--- src/rtl/uart_baud_ctrl.sv ---
// Divisor owner for baud_gen: validated divisor writes, TX/RX drain and one-cycle counter restart.
// Optional auto-baud start-bit measurement is built when UART_AUTOBAUD_EN is defined.
module uart_baud_ctrl #(
    parameter int DVSR_W    = 11,
    parameter int DVSR_RST  = 326,
    parameter int ABD_CNT_W = 16
) (
    input  logic              clk,
    input  logic              reset_n,
    input  logic              cfg_valid,
    output logic              cfg_ready,
    input  logic [DVSR_W-1:0] cfg_dvsr,
    input  logic              tx_busy,
    input  logic              rx_busy,
    input  logic              rxd_sync,
    input  logic              abd_start,
    output logic [DVSR_W-1:0] dvsr,
    output logic              baud_clr,
    output logic              hold,
    output logic              cfg_err,
    output logic              abd_done,
    output logic              abd_fail
);

`ifdef UART_AUTOBAUD_EN
    typedef enum logic [2:0] {
        IDLE     = 3'd0,
        DRAIN    = 3'd1,
        APPLY    = 3'd2,
        ABD_FALL = 3'd3,
        ABD_LOW  = 3'd4
    } state_t;
`else
    typedef enum logic [2:0] {
        IDLE  = 3'd0,
        DRAIN = 3'd1,
        APPLY = 3'd2
    } state_t;
`endif

    state_t            stateQ, stateD;
    logic [DVSR_W-1:0] dvsrQ, dvsrD;
    logic [DVSR_W-1:0] pendQ, pendD;
    logic              cfgReadyQ, cfgReadyD;
    logic              holdQ, holdD;
    logic              baudClrQ, baudClrD;
    logic              cfgErrQ, cfgErrD;

    logic handshake;
    logic cfgBad;
    logic drained;

    assign handshake = cfg_valid & cfgReadyQ;
    assign cfgBad    = (cfg_dvsr < DVSR_W'(2));
    assign drained   = ~tx_busy & ~rx_busy;

`ifdef UART_AUTOBAUD_EN
    logic                 abdFlagQ, abdFlagD;
    logic                 abdDoneQ, abdDoneD;
    logic                 abdFailQ, abdFailD;
    logic [ABD_CNT_W-1:0] cntQ, cntD;
    logic                 rxdPrevQ;

    logic                 abdReq;
    logic                 fallEdge;
    logic                 cntSat;
    logic [ABD_CNT_W:0]   abdSum;
    logic [ABD_CNT_W:0]   abdCand;
    logic                 candOk;

    assign abdReq   = abd_start & ~cfg_valid;
    assign fallEdge = rxdPrevQ & ~rxd_sync;
    assign cntSat   = (cntQ == {ABD_CNT_W{1'b1}});
    // Low time spans 16 baud ticks; add half a tick before dividing to round to nearest.
    assign abdSum   = {1'b0, cntQ} + (ABD_CNT_W + 1)'(8);
    assign abdCand  = abdSum >> 4;
    assign candOk   = (abdCand >= (ABD_CNT_W + 1)'(2)) && ((abdCand >> DVSR_W) == '0);
`else
    logic unusedAbdInputs;
    assign unusedAbdInputs = ^{abd_start, rxd_sync, (ABD_CNT_W > 0)};
`endif

    always_ff @(posedge clk or negedge reset_n) begin
        if (!reset_n) begin
            stateQ    <= IDLE;
            dvsrQ     <= DVSR_W'(DVSR_RST);
            pendQ     <= '0;
            cfgReadyQ <= 1'b1;
            holdQ     <= 1'b0;
            baudClrQ  <= 1'b0;
            cfgErrQ   <= 1'b0;
        end else begin
            stateQ    <= stateD;
            dvsrQ     <= dvsrD;
            pendQ     <= pendD;
            cfgReadyQ <= cfgReadyD;
            holdQ     <= holdD;
            baudClrQ  <= baudClrD;
            cfgErrQ   <= cfgErrD;
        end
    end

`ifdef UART_AUTOBAUD_EN
    // Line idles high, so the edge detector starts from 1 to avoid a false fall after reset.
    always_ff @(posedge clk or negedge reset_n) begin
        if (!reset_n) begin
            abdFlagQ <= 1'b0;
            abdDoneQ <= 1'b0;
            abdFailQ <= 1'b0;
            cntQ     <= '0;
            rxdPrevQ <= 1'b1;
        end else begin
            abdFlagQ <= abdFlagD;
            abdDoneQ <= abdDoneD;
            abdFailQ <= abdFailD;
            cntQ     <= cntD;
            rxdPrevQ <= rxd_sync;
        end
    end
`endif

    always_comb begin
        stateD = stateQ;
        unique case (stateQ)
            IDLE: begin
                if (handshake && !cfgBad) begin
                    stateD = DRAIN;
                end
`ifdef UART_AUTOBAUD_EN
                else if (abdReq) begin
                    stateD = DRAIN;
                end
`endif
            end
            DRAIN: begin
                if (drained) begin
`ifdef UART_AUTOBAUD_EN
                    stateD = abdFlagQ ? ABD_FALL : APPLY;
`else
                    stateD = APPLY;
`endif
                end
            end
            APPLY: begin
                stateD = IDLE;
            end
`ifdef UART_AUTOBAUD_EN
            ABD_FALL: begin
                if (fallEdge) begin
                    stateD = ABD_LOW;
                end else if (cntSat) begin
                    stateD = IDLE;
                end
            end
            ABD_LOW: begin
                if (rxd_sync) begin
                    stateD = candOk ? APPLY : IDLE;
                end else if (cntSat) begin
                    stateD = IDLE;
                end
            end
`endif
            default: stateD = IDLE;
        endcase
    end

    // Handshake/hold/clear outputs follow the next state so every output leaves a flop.
    always_comb begin
        dvsrD     = dvsrQ;
        pendD     = pendQ;
        cfgReadyD = (stateD == IDLE);
        holdD     = (stateD != IDLE);
        baudClrD  = (stateD == APPLY);
        cfgErrD   = 1'b0;
`ifdef UART_AUTOBAUD_EN
        abdFlagD  = abdFlagQ;
        abdDoneD  = 1'b0;
        abdFailD  = 1'b0;
        cntD      = cntQ;
`endif
        unique case (stateQ)
            IDLE: begin
                if (handshake) begin
                    if (cfgBad) begin
                        cfgErrD = 1'b1;
                    end else begin
                        pendD = cfg_dvsr;
                    end
                end
`ifdef UART_AUTOBAUD_EN
                else if (abdReq) begin
                    abdFlagD = 1'b1;
                end
`endif
            end
            DRAIN: begin
                if (stateD == APPLY) begin
                    dvsrD = pendQ;
                end
`ifdef UART_AUTOBAUD_EN
                cntD = '0;
`endif
            end
            APPLY: begin
`ifdef UART_AUTOBAUD_EN
                abdDoneD = abdFlagQ;
                abdFlagD = 1'b0;
`endif
            end
`ifdef UART_AUTOBAUD_EN
            ABD_FALL: begin
                if (fallEdge) begin
                    cntD = ABD_CNT_W'(1);
                end else if (cntSat) begin
                    abdFailD = 1'b1;
                    abdFlagD = 1'b0;
                end else begin
                    cntD = cntQ + 1'b1;
                end
            end
            ABD_LOW: begin
                if (rxd_sync) begin
                    if (candOk) begin
                        dvsrD = abdCand[DVSR_W-1:0];
                    end else begin
                        abdFailD = 1'b1;
                        abdFlagD = 1'b0;
                    end
                end else if (cntSat) begin
                    abdFailD = 1'b1;
                    abdFlagD = 1'b0;
                end else begin
                    cntD = cntQ + 1'b1;
                end
            end
`endif
            default: ;
        endcase
    end

    assign dvsr      = dvsrQ;
    assign cfg_ready = cfgReadyQ;
    assign hold      = holdQ;
    assign baud_clr  = baudClrQ;
    assign cfg_err   = cfgErrQ;
`ifdef UART_AUTOBAUD_EN
    assign abd_done  = abdDoneQ;
    assign abd_fail  = abdFailQ;
`else
    assign abd_done  = 1'b0;
    assign abd_fail  = 1'b0;
`endif

endmodule
--- config.mk ---
export PLATFORM = sky130hd
export DESIGN_NAME = uart_baud_ctrl
export DESIGN_NICKNAME = d
export VERILOG_FILES = /design/src/rtl/uart_baud_ctrl.sv
export SDC_FILE = /design/constraint.sdc
export NUM_CORES = 1
export LEC_CHECK = 0
export CAP_MARGIN = 30
export CORE_UTILIZATION = 40
export CTS_CLUSTER_SIZE = 30
export DETAILED_ROUTE_END_ITERATION = 16
export GPL_TIMING_DRIVEN = 0
export PLACE_DENSITY = 0.73
export SLEW_MARGIN = 20
export SYNTH_ARGS = -nofsm -noshare
export SYNTH_HDL_FRONTEND = slang
export SYNTH_SLANG_ARGS = --single-unit
--- constraint.sdc ---
create_clock -name clk -period 1.5 [get_ports clk]
set_clock_uncertainty 0.2 [all_clocks]
set_input_delay 0.3 -clock clk [delete_from_list [all_inputs] [get_ports clk]]
set_output_delay 0.3 -clock clk [all_outputs]
set_load 0.05 [all_outputs]
=== Word level (Yosys, flattened, before mapping) ===
Cells that the tools add are included.
W data, S select, Z words.

* Bits in registers: 29
* Latch bits: 0
* RAM bits: 0
* Memory bits (read-only): 0
* Input bits: 18
* Output and inout port bits: 17
* Logic and storage cells: 28
* Memories: 0

* Add/sub/neg operators: 0
* $mul: 0
* Div/mod/pow operators: 0
* $lt $le $gt $ge: 1
* Equality and inequality tests: 2
* Shift operators: 0
* Muxes and demuxes: 6
* Bitwise logic cells: 5
* Reductions and logical operators: 7

{| class="wikitable"
|+ Operators by type and width
! cell !! number
|-
| $lt A11 B2 Y1 const B || 1
|-
| $logic_not A3 Y1 || 2
|-
| $mux W3 || 2
|-
| $pmux W3 S2 || 1
|-
| $eq A3 B1 Y1 const B || 1
|-
| $eq A3 B2 Y1 const B || 1
|-
| $mux W1 || 3
|-
| $not A1 Y1 || 3
|-
| $reduce_and A3 Y1 || 1
|-
| $reduce_bool A3 Y1 || 1
|-
| $and A1 B1 Y1 || 2
|-
| $reduce_and A2 Y1 || 1
|-
| $logic_and A1 B1 Y1 || 1
|-
| $logic_not A1 Y1 || 1
|}

=== Depth between registers and ports, before layout ===
* Depth after elaboration: 7
* Gate-level depth with buffers: 5

=== Worst setup path before layout ===
No wires, ideal clock.

* Path kind: reg-to-reg
* Start: register cfgReadyQ, in the netlist cfg_ready
* End: register pendQ[10]
* Setup time: 0.125 ns
* Arrival: 1.489 ns
* Path slack: -0.314 ns
* Cell stages (with the launch flop): 5
* Buffers on the path: 1
* Path through: dfstp_2 -> and4b_2 -> o31ai_4 -> buf_6 -> mux2_2

* Longest elaborated chain between the ends: 2

{| class="wikitable"
|+ Ends and longest elaborated chain
! what !! RTL line !! source
|-
| start, declared || 44 || <nowiki>logic cfgReadyQ, cfgReadyD;</nowiki>
|-
| start signal, assigned || 96 || <nowiki>cfgReadyQ <= cfgReadyD;</nowiki>
|-
| $and A1 B1 Y1 || 53 || <nowiki>assign handshake = cfg_valid & cfgReadyQ;</nowiki>
|-
| $reduce_and A3 Y1 (no line) || n/a ||
|-
| end signal, assigned || 95 || <nowiki>pendQ <= pendD;</nowiki>
|-
| end, declared || 43 || <nowiki>logic [DVSR_W-1:0] pendQ, pendD;</nowiki>
|}

No other way between the ends.
A chain may end at the register's enable or synchronous reset.

=== Worst setup path in the final report ===
* Start: register cfgReadyQ, in the netlist cfg_ready
* End: register pendQ[9]

Same word-level chain as after synthesis.

==> summary by stage <==
Floorplan
The die covers roughly 0.003 mm2. The core region area is roughly 0.0026 mm2. The initialized floorplan defines 18 standard-cell rows. The die is 54.9 um tall. Once the floorplan was initialized, standard cells occupied between 40% and 50% of the core. The chip width is about 55 um. For this design the top-level I/O count stands at 35.

Final layout
The sequential standard cell area is ~730 um2. The number of nets in the layout is 139. Relative to the synthesized area, the layout overhead comes to 47.8%. The repair_antennas step left the layout with diodes totalling 0. Of the cells placed in the final design, the portion with a size suffix greater than 1 is 63.1%. In the final layout, the multi-input gates occupy roughly 440 um2. In the layout the commonest cells are sky130_fd_sc_hd__dfrtp_1 (24), sky130_fd_sc_hd__mux2_2 (13), sky130_fd_sc_hd__buf_2 (11).

The fill cell instance count of the final layout is 198. The library cell used most frequently in the layout, excluding fill and tap cells, is sky130_fd_sc_hd__dfrtp_1.

Drt
The final layout contains routed wiring with a total length of around 2.1 mm. The total vias in the final route is 742. The average routed wire per standard cell is 14.0 um. After detailed routing, the number of vias per cell comes to between 4 and 5. In the routed design, unresolved DRC markers number 0.

The first detailed-routing pass took 3 iterations. In this run the remaining antenna-violating nets after routing total 0. The first routing iteration left 5 violations.

Timing
Dividing the final minimum period by the clock period gives 114%. In the post-route analysis, the smallest setup slack over all paths is -0.205 ns. The post-layout minimum cycle time is 1.71 ns.

Setup violations remaining at the end of the flow were counted as 20. The transition time at the pin with the least slew margin is 0.621 ns. The count of endpoints failing hold in the final timing report was 0.

The headroom to the max-slew limit is about three fifths. Setup repair after global routing could not meet its margin everywhere. The fmax is a little under 600 MHz. The number of pins exceeding their max-slew limit in the final report was 0.

Clocking
The clock slew seen by the registers of the worst setup and hold paths is about 0.09 ns. The latest clock arrival within the worst-skew pair is around 0.32 ns. The number of clock sinks is 29. The H-tree was split into 2 levels.

TritonCTS built the clock tree. The root buffer selected by CTS is sky130_fd_sc_hd__clkbuf_4. The number of CTS-inserted buffers is 5.

The clock tree buffer depth is 2.

Yosys
The distinct cell type count after synthesis is 18. The synthesis warning total is 0. The synthesized-area fraction occupied by xor and xnor cells is 0%. By area, the combinational part of the netlist is dominated by multiplexers. The mux share of post-synthesis cell area is between 20% and 30%. The mean area per synthesized cell is between 15 and 20 um2.

Synthesis inferred 29 register bits. The cell count after synthesis is 73. Of the total synthesized cell area, the portion taken by AND, OR, NAND and NOR gates is 5.71%.

The post-synthesis share of cell area spent on full adders, half adders and majority gates is 0%. The sequential fraction of the synthesis area is between 60% and 70%. After synthesis the cells add up to approximately 0.0011 mm2.

Summing the areas of all compound-gate instances in the mapped netlist gives roughly 4.8% of the synthesized area.

Setup path
Data arrives at the worst endpoint at roughly 1.7 ns. The biggest fanout along the worst timing path is 8. Data on the critical path is required at its endpoint by approximately 1.5 ns. The worst setup path is of the flop to flop kind.

STA classifies the critical path endpoint as a flop. The nature of the critical path startpoint is a flop. The reg2reg setup slack is -0.21 ns.

Global routing
The largest net degree at the start of global routing is 30. The global-route wire length before repair is 3.33 mm. The global route total overflow is 0. The number of antenna violations at the first check in global routing is 0. The number of global-route vias before repair was just under 700.

In the global route stage, overall resource usage came out at between 15 and 20%.

Status
The flow ran to the end, but the final reports show violations. The final reports fail on setup timing.

Placed design
After legalization and detailed placement, the total HPWL measured 1.40 mm. At the placement stage, the worst setup path has a slack of -0.952 ns. The total of buffers placed on input and output ports is 30.

At the end of routability-driven placement, the weighted congestion stood at ~0.73.

Pwr
The power per unit of standard cell area is approximately 1800 mW/mm2. The design draws between 3 and 4 mW. In this run the static leakage power is just over 0.8 nW. IR analysis of the VDD net gives a maximum drop of 0.00122 V.

Run
The tool flagged a number of max-cap violations equal to 0.

Worst hold path
The tightest min-delay check is of the input pin to flop type.
==> final cells by class <==
class                           instances  share of cell area (%)
Clock inverter                          1                   0.303
Timing Repair Buffer                   39                    19.9
Buffer                                  4                    2.27
Tap cell                               30                    2.27
Sequential cell                        29                    44.3
Multi-Input combinational cell         40                    26.5
Clock buffer                            7                    3.94
Inverter                                2                   0.455
==> metal layers <==
| layer | track usage, % | vias up | wire (um) |
|---|---|---|---|
| met5 | 0 | - | 0 |
| met4 | 11.5 | 0 | 58 |
| met3 | 7.50 | 5 | 127 |
| met2 | 25.1 | 21 | 1080 |
| met1 | 21.1 | 368 | 871 |
| li1 | - | 348 | - |
==> cells by family after synthesis <==
group,count (synthesis)
AOI/OAI and AO/OA,6
DFF,29
and+or+nand+nor,11
other,1
buffers and inverters,6
muxes,20
==> critical path, cell delays in order, from the launching register on <==
cell,delay [ns]
sky130_fd_sc_hd__dfstp_2,0.55
sky130_fd_sc_hd__and4b_2,0.29
sky130_fd_sc_hd__o31ai_4,0.09
sky130_fd_sc_hd__buf_6,0.16
sky130_fd_sc_hd__mux2_4,0.30
==> path summary, 6_finish.rpt <==
path,start,endpoint,cells after the start
max,cfg_ready$_DFF_PN1_,pendQ[9]$_DFFE_PN0P_,4
min,cfg_dvsr[4],pendQ[4]$_DFFE_PN0P_,2
max reg2reg,cfg_ready$_DFF_PN1_,pendQ[9]$_DFFE_PN0P_,4
min reg2reg,dvsr[9]$_DFFE_PN0P_,dvsr[9]$_DFFE_PN0P_,1
max in group asynchronous,reset_n,pendQ[8]$_DFFE_PN0P_,2
min in group asynchronous,reset_n,dvsr[10]$_DFFE_PN0P_,2
==> stage by stage <==
| step | std cells | setup TNS, ns | area [um2] | utilization (%) | hold WS, ns |
|---|---|---|---|---|---|
| finish | 152 | -2.21 | 1650 | 64.3 | 0.0594 |
| global route | 152 | -3.05 | 1650 | 64.3 | 0.0335 |
| CTS | 147 | -2.58 | 1570 | 61.3 | 0.0542 |
| detailed placement | 135 | -18.81 | 1460 | 57.0 | 0.146 |
| global placement | 135 | -31.12 | 1470 | 57.2 | 0.281 |
| floorplan | 75 | -3.03 | 1130 | - | -0.196 |
==> registers in the layout (all words and copies together), names as in the netlist <==
signal,flops
baud_clr,1
stateQ,3
pendQ,11
hold,1
cfg_err,1
cfg_ready,1
dvsr,11
==> cells in the mapped netlist <==
| cell type | number | area [um2] |
|---|---|---|
| sky130_fd_sc_hd__dfrtp_1 | 24 | 601 |
| sky130_fd_sc_hd__mux2_2 | 20 | 225 |
| sky130_fd_sc_hd__dfstp_2 | 5 | 131 |
| sky130_fd_sc_hd__nand2_1 | 3 | 11.3 |
| sky130_fd_sc_hd__o21ai_0 | 3 | 15.0 |
| sky130_fd_sc_hd__a22o_1 | 2 | 17.5 |
| sky130_fd_sc_hd__buf_4 | 2 | 15.0 |
| sky130_fd_sc_hd__inv_1 | 2 | 7.51 |
| sky130_fd_sc_hd__nor2_1 | 2 | 7.51 |
| sky130_fd_sc_hd__nor4_1 | 2 | 12.5 |
| sky130_fd_sc_hd__and2_2 | 1 | 7.51 |
| sky130_fd_sc_hd__and4b_2 | 1 | 11.3 |
| sky130_fd_sc_hd__buf_2 | 1 | 5.00 |
| sky130_fd_sc_hd__buf_6 | 1 | 11.3 |
| sky130_fd_sc_hd__conb_1 | 1 | 3.75 |
| sky130_fd_sc_hd__nand3_1 | 1 | 5.00 |
| sky130_fd_sc_hd__nor4b_1 | 1 | 8.76 |
| sky130_fd_sc_hd__o31ai_4 | 1 | 21.3 |
==> repair_timing <==
action | CTS | global route
hold buffers | 1 | 0
setup buffers | 3 | 5
resized for setup | 125 | 13
endpoints found under the setup margin | 38 | 32
pin swaps | 6 | 3
hold endpoints to repair | 24 | 0
==> power breakdown <==
group          total, mW  internal, mW  switching, mW
Sequential          1.22          1.07          0.143
Combinational       1.28         0.516          0.763
Clock              0.530         0.271          0.259
Total               3.02          1.86           1.16
No activity file was read; power rests on OpenSTA's default activity.
